## src/rtl/hazard_pkg.sv

```systemverilog
// Shared types for the pipeline hazard controller.
// Forwarding selects and stage indices.
package hazard_pkg;

  typedef enum logic [1:0] {
    NONE     = 2'd0,
    ALU_EXE  = 2'd1,
    ALU_MEM  = 2'd2,
    MEM_DATA = 2'd3
  } fwd_sel_t;

  localparam int IF   = 0;
  localparam int ID   = 1;
  localparam int EXE  = 2;
  localparam int MEM  = 3;
  localparam int WB   = 4;
  localparam int NSTG = 5;

endpackage

```

## src/rtl/hazard_ctrl_step_sync.sv

```systemverilog
// Debug step button synchroniser.
// Two metastability flops plus an edge flop give a one-cycle pulse.
module step_sync (
  input  logic clk,
  input  logic rst_n,
  input  logic async_i,
  output logic pulse_o
);

  logic s1_q, s1_d;
  logic s2_q, s2_d;
  logic edge_q, edge_d;

  always_comb begin
    s1_d   = async_i;
    s2_d   = s1_q;
    edge_d = s2_q;
  end

  always_ff @(posedge clk or negedge rst_n) begin
    if (!rst_n) begin
      s1_q   <= 1'b0;
      s2_q   <= 1'b0;
      edge_q <= 1'b0;
    end else begin
      s1_q   <= s1_d;
      s2_q   <= s2_d;
      edge_q <= edge_d;
    end
  end

  assign pulse_o = s2_q & ~edge_q;

endmodule

```

## src/rtl/hazard_ctrl.sv

```systemverilog
// Pipeline hazard controller: forwarding, interlocks,
// freezes, flushes, debug stepping and a stall counter.
module hazard_ctrl
  import hazard_pkg::*;
#(
  parameter int RA_W     = 5,
  parameter int MD_LAT   = 4,
  parameter int BR_FLUSH = 1,
  parameter int CNT_W    = 16
) (
  input  logic             clk,
  input  logic             rst_n,
  input  logic [RA_W-1:0]  id_rs_addr,
  input  logic [RA_W-1:0]  id_rt_addr,
  input  logic             id_rs_used,
  input  logic             id_rt_used,
  input  logic             id_is_store,
  input  logic             id_md_start,
  input  logic             id_md_read,
  input  logic [RA_W-1:0]  exe_wa,
  input  logic [RA_W-1:0]  mem_wa,
  input  logic             exe_wen,
  input  logic             mem_wen,
  input  logic             exe_is_load,
  input  logic             mem_is_load,
  input  logic             mem_req,
  input  logic             mem_ready,
  input  logic             branch_taken,
  input  logic             debug_en,
  input  logic             debug_step,
  input  logic             perf_clr,
  output logic [1:0]       fwd_a,
  output logic [1:0]       fwd_b,
  output logic             fwd_m,
  output logic [NSTG-1:0]  stage_en,
  output logic [NSTG-1:0]  stage_rst,
  output logic             md_busy,
  output logic             stall_load,
  output logic             stall_md,
  output logic             stall_mem,
  output logic [CNT_W-1:0] perf_stall_cnt
);

  logic [7:0]       md_cnt_q, md_cnt_d;
  logic [CNT_W-1:0] perf_q, perf_d;
  logic             step_pulse;
  logic             dbg_hold;
  logic             id_go;
  logic             rs_ok, rt_ok;
  logic             ex_a, ex_b, me_a, me_b;
  fwd_sel_t         fa, fb;

  step_sync u_step (
    .clk     (clk),
    .rst_n   (rst_n),
    .async_i (debug_step),
    .pulse_o (step_pulse)
  );

  assign rs_ok = id_rs_used && (id_rs_addr != '0);
  assign rt_ok = id_rt_used && (id_rt_addr != '0);
  assign ex_a  = rs_ok && exe_wen && (exe_wa == id_rs_addr);
  assign ex_b  = rt_ok && exe_wen && (exe_wa == id_rt_addr);
  assign me_a  = rs_ok && mem_wen && (mem_wa == id_rs_addr);
  assign me_b  = rt_ok && mem_wen && (mem_wa == id_rt_addr);

  // An EXE hit shadows MEM even when it is a load that must stall.
  always_comb begin
    fa = NONE;
    fb = NONE;
    if (ex_a)      fa = exe_is_load ? NONE : ALU_EXE;
    else if (me_a) fa = mem_is_load ? MEM_DATA : ALU_MEM;
    if (ex_b)      fb = exe_is_load ? NONE : ALU_EXE;
    else if (me_b) fb = mem_is_load ? MEM_DATA : ALU_MEM;
  end

  assign fwd_a = fa;
  assign fwd_b = fb;
  assign fwd_m = ex_b && exe_is_load && id_is_store;

  assign md_busy    = (md_cnt_q != '0);
  assign stall_load = exe_is_load
                    && (ex_a || (ex_b && !id_is_store));
  assign stall_md   = md_busy && (id_md_start || id_md_read);
  assign stall_mem  = mem_req && !mem_ready;
  assign dbg_hold   = debug_en && !step_pulse;

  always_comb begin
    stage_en  = '1;
    stage_rst = '0;
    id_go     = 1'b0;
    if (!rst_n) begin
      stage_rst = '1;
    end else if (dbg_hold) begin
      stage_en = '0;
    end else if (stall_mem) begin
      stage_en      = '0;
      stage_en[WB]  = 1'b1;
      stage_rst[WB] = 1'b1;
    end else if (stall_load || stall_md) begin
      stage_en[IF]   = 1'b0;
      stage_en[ID]   = 1'b0;
      stage_rst[EXE] = 1'b1;
    end else begin
      id_go = 1'b1;
      if (branch_taken && (BR_FLUSH != 0))
        stage_rst[ID] = 1'b1;
    end
  end

  always_comb begin
    md_cnt_d = md_cnt_q;
    if (id_go && id_md_start)
      md_cnt_d = 8'(MD_LAT);
    else if (md_busy && !dbg_hold)
      md_cnt_d = md_cnt_q - 8'd1;
  end

  always_comb begin
    perf_d = perf_q;
    if (perf_clr)
      perf_d = '0;
    else if ((stall_load || stall_md || stall_mem)
             && !dbg_hold && (perf_q != '1))
      perf_d = perf_q + CNT_W'(1);
  end

  always_ff @(posedge clk or negedge rst_n) begin
    if (!rst_n) begin
      md_cnt_q <= '0;
      perf_q   <= '0;
    end else begin
      md_cnt_q <= md_cnt_d;
      perf_q   <= perf_d;
    end
  end

  assign perf_stall_cnt = perf_q;

endmodule

```

## config.mk

```make
export PLATFORM = sky130hd
export DESIGN_NAME = hazard_ctrl
export DESIGN_NICKNAME = d
export VERILOG_FILES = /design/src/rtl/hazard_pkg.sv /design/src/rtl/hazard_ctrl_step_sync.sv /design/src/rtl/hazard_ctrl.sv
export SDC_FILE = /design/constraint.sdc
export NUM_CORES = 1
export LEC_CHECK = 0
export BUFFER_PORTS_ARGS = -buffer_cell sky130_fd_sc_hd__buf_2
export CAP_MARGIN = 10
export CORE_ASPECT_RATIO = 0.75
export CORE_UTILIZATION = 35
export CTS_CLUSTER_DIAMETER = 80
export DETAILED_ROUTE_END_ITERATION = 8
export GPL_TIMING_DRIVEN = 0
export SLEW_MARGIN = 40
export SYNTH_ARGS = -nofsm -noshare
export SYNTH_HDL_FRONTEND = slang
export SYNTH_SLANG_ARGS = --single-unit
```

## constraint.sdc

```tcl
create_clock -name clk -period 3 [get_ports clk]
set_input_delay 0.15 -clock clk [delete_from_list [all_inputs] [get_ports clk]]
set_output_delay 0.15 -clock clk [all_outputs]
set_load 0.1 [all_outputs]
```

# [After elaboration in Yosys (flattened, before gate mapping)]
# Cells that the tools add are included.
[word_totals] register_bits=27 inputBits=37 out_inout_bits=35 word_cells=77
[classes] n_addsub=2 eq_ne=5 mux=29 n_bitwise=2 reduce_logical=34
[op_table] op="$mux W16" count=2
[op_table] op="$logic_and A1 B1 Y1" count=21
[op_table] op="$eq A5 B5 Y1" count=4
[op_table] op="$mux W2" count=10
[op_table] op="$add A16 B1 Y16 const B" count=1
[op_table] op="$mux W8" count=2
[op_table] op="$ne A16 B16 Y1 const B" count=1
[op_table] op="$mux W1" count=13
[op_table] op="$mux W5" count=2
[op_table] op="$reduce_bool A5 Y1" count=2
[op_table] op="$reduce_bool A8 Y1" count=1
[op_table] op="$sub A8 B1 Y8 const B" count=1
[op_table] op="$logic_not A1 Y1" count=4
[op_table] op="$logic_or A1 B1 Y1" count=4
[op_table] op="$reduce_bool A2 Y1" count=2
[op_table] op="$and A1 B1 Y1" count=1
[op_table] op="$not A1 Y1" count=1

# [Depth between registers and ports, before layout]
[logic_depth] word_depth=14 mapped_depth=10 mapped_depth_nobuf=8

# [Cells and area by module]
# Synthesis repeated with hierarchy kept, for this count alone.
[hier_totals] hier_cells=203 area_unflattened_um2=1841.8
[modules_own_cells] mod="hazard_ctrl" n_inst=1 cells_each=199 area_per_inst_um2=1752.9 seq_area_each_um2=600.6
[modules_own_cells] mod="step_sync" n_inst=1 cells_each=4 area_per_inst_um2=88.8 seq_area_each_um2=75.1

# [Least setup slack after synthesis]
# No wires, ideal clock.
[synth_timing] kind="register to output" from="reg md_cnt_q[0]" to="out stage_rst[1]" t_arrival_ns=4.327 required_time_ns=2.850 slack_ns=-1.477 path_stages_with_launch=7 n_path_buf=0 path_cell_list="dfrtp_1 inv_1 ha_1 or3b_2 o22a_1 or3_1 o21ai_0"
[synth_via] elab_chain_len=7
[synth_rtl] element="start: declaration" line="hazard_ctrl.sv:44" rtl="logic [7:0] md_cnt_q, md_cnt_d;"
[synth_rtl] element="start signal: assignment" line="hazard_ctrl.sv:133" rtl="md_cnt_q <= md_cnt_d;"
[synth_rtl] element="$reduce_bool A8 Y1" line="hazard_ctrl.sv:81" rtl="assign md_busy = (md_cnt_q != '0);"
[synth_rtl] element="$logic_and A1 B1 Y1" line="hazard_ctrl.sv:84" rtl="assign stall_md = md_busy && (id_md_start || id_md_read);"
[synth_rtl] element="named net stall_md" line="hazard_ctrl.sv:39" rtl="output logic stall_md,"
[synth_rtl] element="$logic_or A1 B1 Y1" line="hazard_ctrl.sv:100" rtl="end else if (stall_load || stall_md) begin"
[synth_rtl] element="$mux W1" line="hazard_ctrl.sv:100"
[synth_rtl] element="$mux W2" line="hazard_ctrl.sv:96" rtl="end else if (stall_mem) begin"
[synth_rtl] element="$mux W2" line="hazard_ctrl.sv:94" rtl="end else if (dbg_hold) begin"
[synth_rtl] element="$mux W2" line="hazard_ctrl.sv:92" rtl="if (!rst_n) begin"
[synth_rtl] element="end: declaration" line="hazard_ctrl.sv:36" rtl="output logic [NSTG-1:0] stage_rst,"
# The timed path passes the listed nets, and every way through them passes these cells.

# [Final worst setup path]
[layout_timing] from="reg md_cnt_q[0]" to="out stage_en[1]"
[layout_via] elab_chain_len=7
[layout_rtl] element="$reduce_bool A8 Y1" line="hazard_ctrl.sv:81"
[layout_rtl] element="$logic_and A1 B1 Y1" line="hazard_ctrl.sv:84"
[layout_rtl] element="$logic_or A1 B1 Y1" line="hazard_ctrl.sv:100"
[layout_rtl] element="$mux W2" line="hazard_ctrl.sv:100"
[layout_rtl] element="$mux W2" line="hazard_ctrl.sv:96"
[layout_rtl] element="$mux W5" line="hazard_ctrl.sv:94"
[layout_rtl] element="$mux W5" line="hazard_ctrl.sv:92"
[layout_rtl] element="end: declaration" line="hazard_ctrl.sv:35" rtl="output logic [NSTG-1:0] stage_en,"
# Every way passes these cells.

==> reports/metrics.yaml <==
power_and_ir_drop:
  swShare_pct: 39.8
  power_density_mw_per_mm2: 457
  power_switching_uw: 436
  peakVddDrop_v: 0.000243
  p_seq_share_pct: 43.3
  combPwrFrac_pct: 37.4
  design_power_total_uw: 1100
  power_leakage_uw: 0.00112
  clockPowerShare_pct: 19.3
  p_int_uw: 659
worst_setup_path:
  criticalPathCategory: "register to output port"
  worst_path_max_delay_cell: "or3b_2"
  critical_path.endpoint: "stage_en[1]"
  worst-r2r-cell-count: 10
  cp.arrival_ns: 2.71
  crit_required_ns: 2.85
  cp-startpoint: "md_cnt_q[0]$_DFFE_PN0P_"
  cpPeakStageDelay_ns: 0.50
  end_kind: "output port"
  r2r-start: "md_cnt_q[0]$_DFFE_PN0P_"
  worstReg2RegEnd: "perf_stall_cnt[11]$_DFFE_PN0P_"
  worstSetupStartpointType: "register"
  cp_cell_sequence: "inv_1, ha_1, or3b_2, o22a_2, or3_1, nand2_2, buf_4, buf_2"
  path_max_fanout: 5
  reg2reg_setup_slack_ns: 0.59
clocking:
  cts_buffers: 3
  tritoncts: "built"
  cts_sinks: 27
  max-clock-path-buffers: 2
  h-tree-depth: 1
  cts_root_buffer: "clkbuf_8"
  hold_buffers: 2
  cts_resized: 0
  clk_latency_ns: 0.28
  cts.clk_slew.worst_paths_ns: 0.10
  post_cts_buffers: 0
grt:
  antenna_found_initial: 0
  overflow: 0
  grt_pass1_vias: 1577
  grt_start_max_net_pins: 36
  grt_usage_pct: 17.1
  grt_first_pass_wirelength_um: 7540
logic_synthesis:
  ys.flop_type: "dfrtp_1"
  async_flop_share_pct: 100
  synth.avg_cell_area_um2: 8.57
  synth_nets: 256
  synth-seq-cells: 27
  synthTopCellsByArea: "dfrtp_1 (36%), xor2_1 (8.5%), o21ai_0 (4.8%), or3_1 (4.7%), a21oi_1 (3.8%)"
  synth_top_cell_by_area: "dfrtp_1"
  synth_seq_area_share_pct: 36.3
  syn_area_mm2: 0.00186
  yosysUniqueCellTypes: 41
  yosysWarnings: 0
  netlist.area_leader.share_pct: 36.3
  synth_edf_count: 0
  synth_cells: 217
timing:
  hold_viol_final: 0
  setup_violations: 0
  slew_violations: 0
  slew_headroom_pct: 67.2
  min_period_ns: 2.86
  rsz0062_at_grt: "false"
  fmax_ghz: 0.349
  period_share_pct: 95.4
  worstMarginPinSlew_ns: 0.495
  skew_ns: 0.0110
  finalWorstSetupSlack_ns: 0.137
  finalSetupTns_ns: 0
  whs_ns: 0.0956
floorplanning:
  start_util_pct: 37.1
  fp.dieW_um: 86.2
  num_rows: 22
  core_mm2: 0.00501
  die_h_um: 65.1
  die_area_mm2: 0.00561
  io_pins: 72
placement:
  gp_congestion: 0.836
  dp_hpwl_um: 3770
  placed_area_mm2: 0.00233
  pre_cts_slack_ns: 0.451
  io_buffer_count: 70
detailed_routing:
  drtIter0Drc: 64
  ant_nets: 0
  drt-vias-per-instance: 4.87
  dr.pass1.iters: 4
  avgRoutedWirePerCell_um: 12.9
  route.detailed.drc: 0
  vias: 1778
  routed_wl_um: 4700
finish:
  nets: 333
  fillers: 539
  final_area_mm2: 0.00240
  layout_common_cells: "buf_2 (69), dfrtp_1 (27), xor2_1 (18), nand2_1 (16), o21ai_0 (16)"
  layout_commonest_cell: "buf_2"
  syn_to_final_growth_pct: 28.9
  n_antenna_cell: 0
  drive_gt1_share_pct: 32.8
job:
  drv_cap: 0
status:
  status: "finished clean"
hold_path:
  min_path_type: "primary input to register"
[power by group through the flow]
stage	clock network, µW	registers [µW]	logic, µW
after global placement	0	481	407
after global routing	233	484	454
final	212	474	409
after floorplan	0	503	283
after detailed placement	0	482	408
after CTS	220	474	411
[sequential cells by signal, summed over array words and instances, names as in the netlist]
signal,cells
md_cnt_q,8
perf_stall_cnt,16
u_step.edge_d,1
u_step.edge_q,1
u_step.s1_q,1
[how the worst min path moves through the flow]
stage          startpoint                             to  slack (ns)  depth (start not counted)
3_3_place_gp   debug_step          u_step.s1_q$_DFF_PN0_        0.26                          1
2_1_floorplan       rst_n        md_cnt_q[0]$_DFFE_PN0P_       -0.15                          0
4_1_cts          perf_clr  perf_stall_cnt[2]$_DFFE_PN0P_        0.09                          2
5_1_grt          perf_clr  perf_stall_cnt[3]$_DFFE_PN0P_         0.1                          2
6_report         perf_clr  perf_stall_cnt[2]$_DFFE_PN0P_         0.1                          2
3_5_place_dp   debug_step          u_step.s1_q$_DFF_PN0_        0.26                          1
[metal layers]
layer  part of all wire (%)  GRT usage (%)  vias to the layer above
met4                   0.89           3.33                        0
met5                      0              0                        -
met1                     50           25.7                      797
li1                       -              -                      930
met2                     43           25.2                       44
met3                    5.3           3.39                        7
[worst max-delay path: cells and delay by family, from the launching register on]
family	cells	cell delay, ns
AOI/OAI and AO/OA	1	0.26
adders and majority gates	1	0.19
buffers and inverters	3	0.60
DFF	1	0.38
and+or+nand+nor	3	1.01
[synthesized netlist by cell type, types with 2 or more instances]
cell,n
nand2_1,18
and4_1,2
and2_1,2
o21a_1,2
nor2b_1,3
nand4_1,8
and3_1,4
buf_4,4
nor2_1,15
buf_6,2
nor3_1,4
xnor2_1,7
or3_1,14
xor2_1,18
a21oi_1,14
o21ai_0,18
inv_1,7
nand2b_1,3
nand3_1,11
or4_1,5
dfrtp_1,27
mux2i_1,2
ha_1,2
nor4_1,8
[per-stage QoR]
step / utilization [%] / instances
5_1_grt: 47.9 / 365
3_5_place_dp: 46.5 / 359
6_report: 47.9 / 365
2_1_floorplan: - / 217
3_3_place_gp: 46.5 / 359
4_1_cts: 47.8 / 365
[cell type report]
| type | count | area (µm²) | share of cell area (%) |
|---|---|---|---|
| buffer | 9 | 71.3 | 2.97 |
| multi-input combinational | 174 | 1110 | 46.4 |
| tap | 72 | 90.1 | 3.76 |
| clock inverter | 1 | 7.51 | 0.313 |
| inverter | 7 | 26.3 | 1.10 |
| clock buffer | 3 | 41.3 | 1.72 |
| timing repair buffer | 72 | 373 | 15.5 |
| sequential | 27 | 676 | 28.2 |
[cell families after synthesis]
group | share of synthesized area, %
adders and majority gates | 1.34
AOI/OAI and AO/OA | 12.2
buffers and inverters | 5.25
xor gates and xnor gates | 12.6
and+or+nand+nor | 29.9
muxes | 2.29
DFF | 36.3
(Power assumes the default switching activity.)
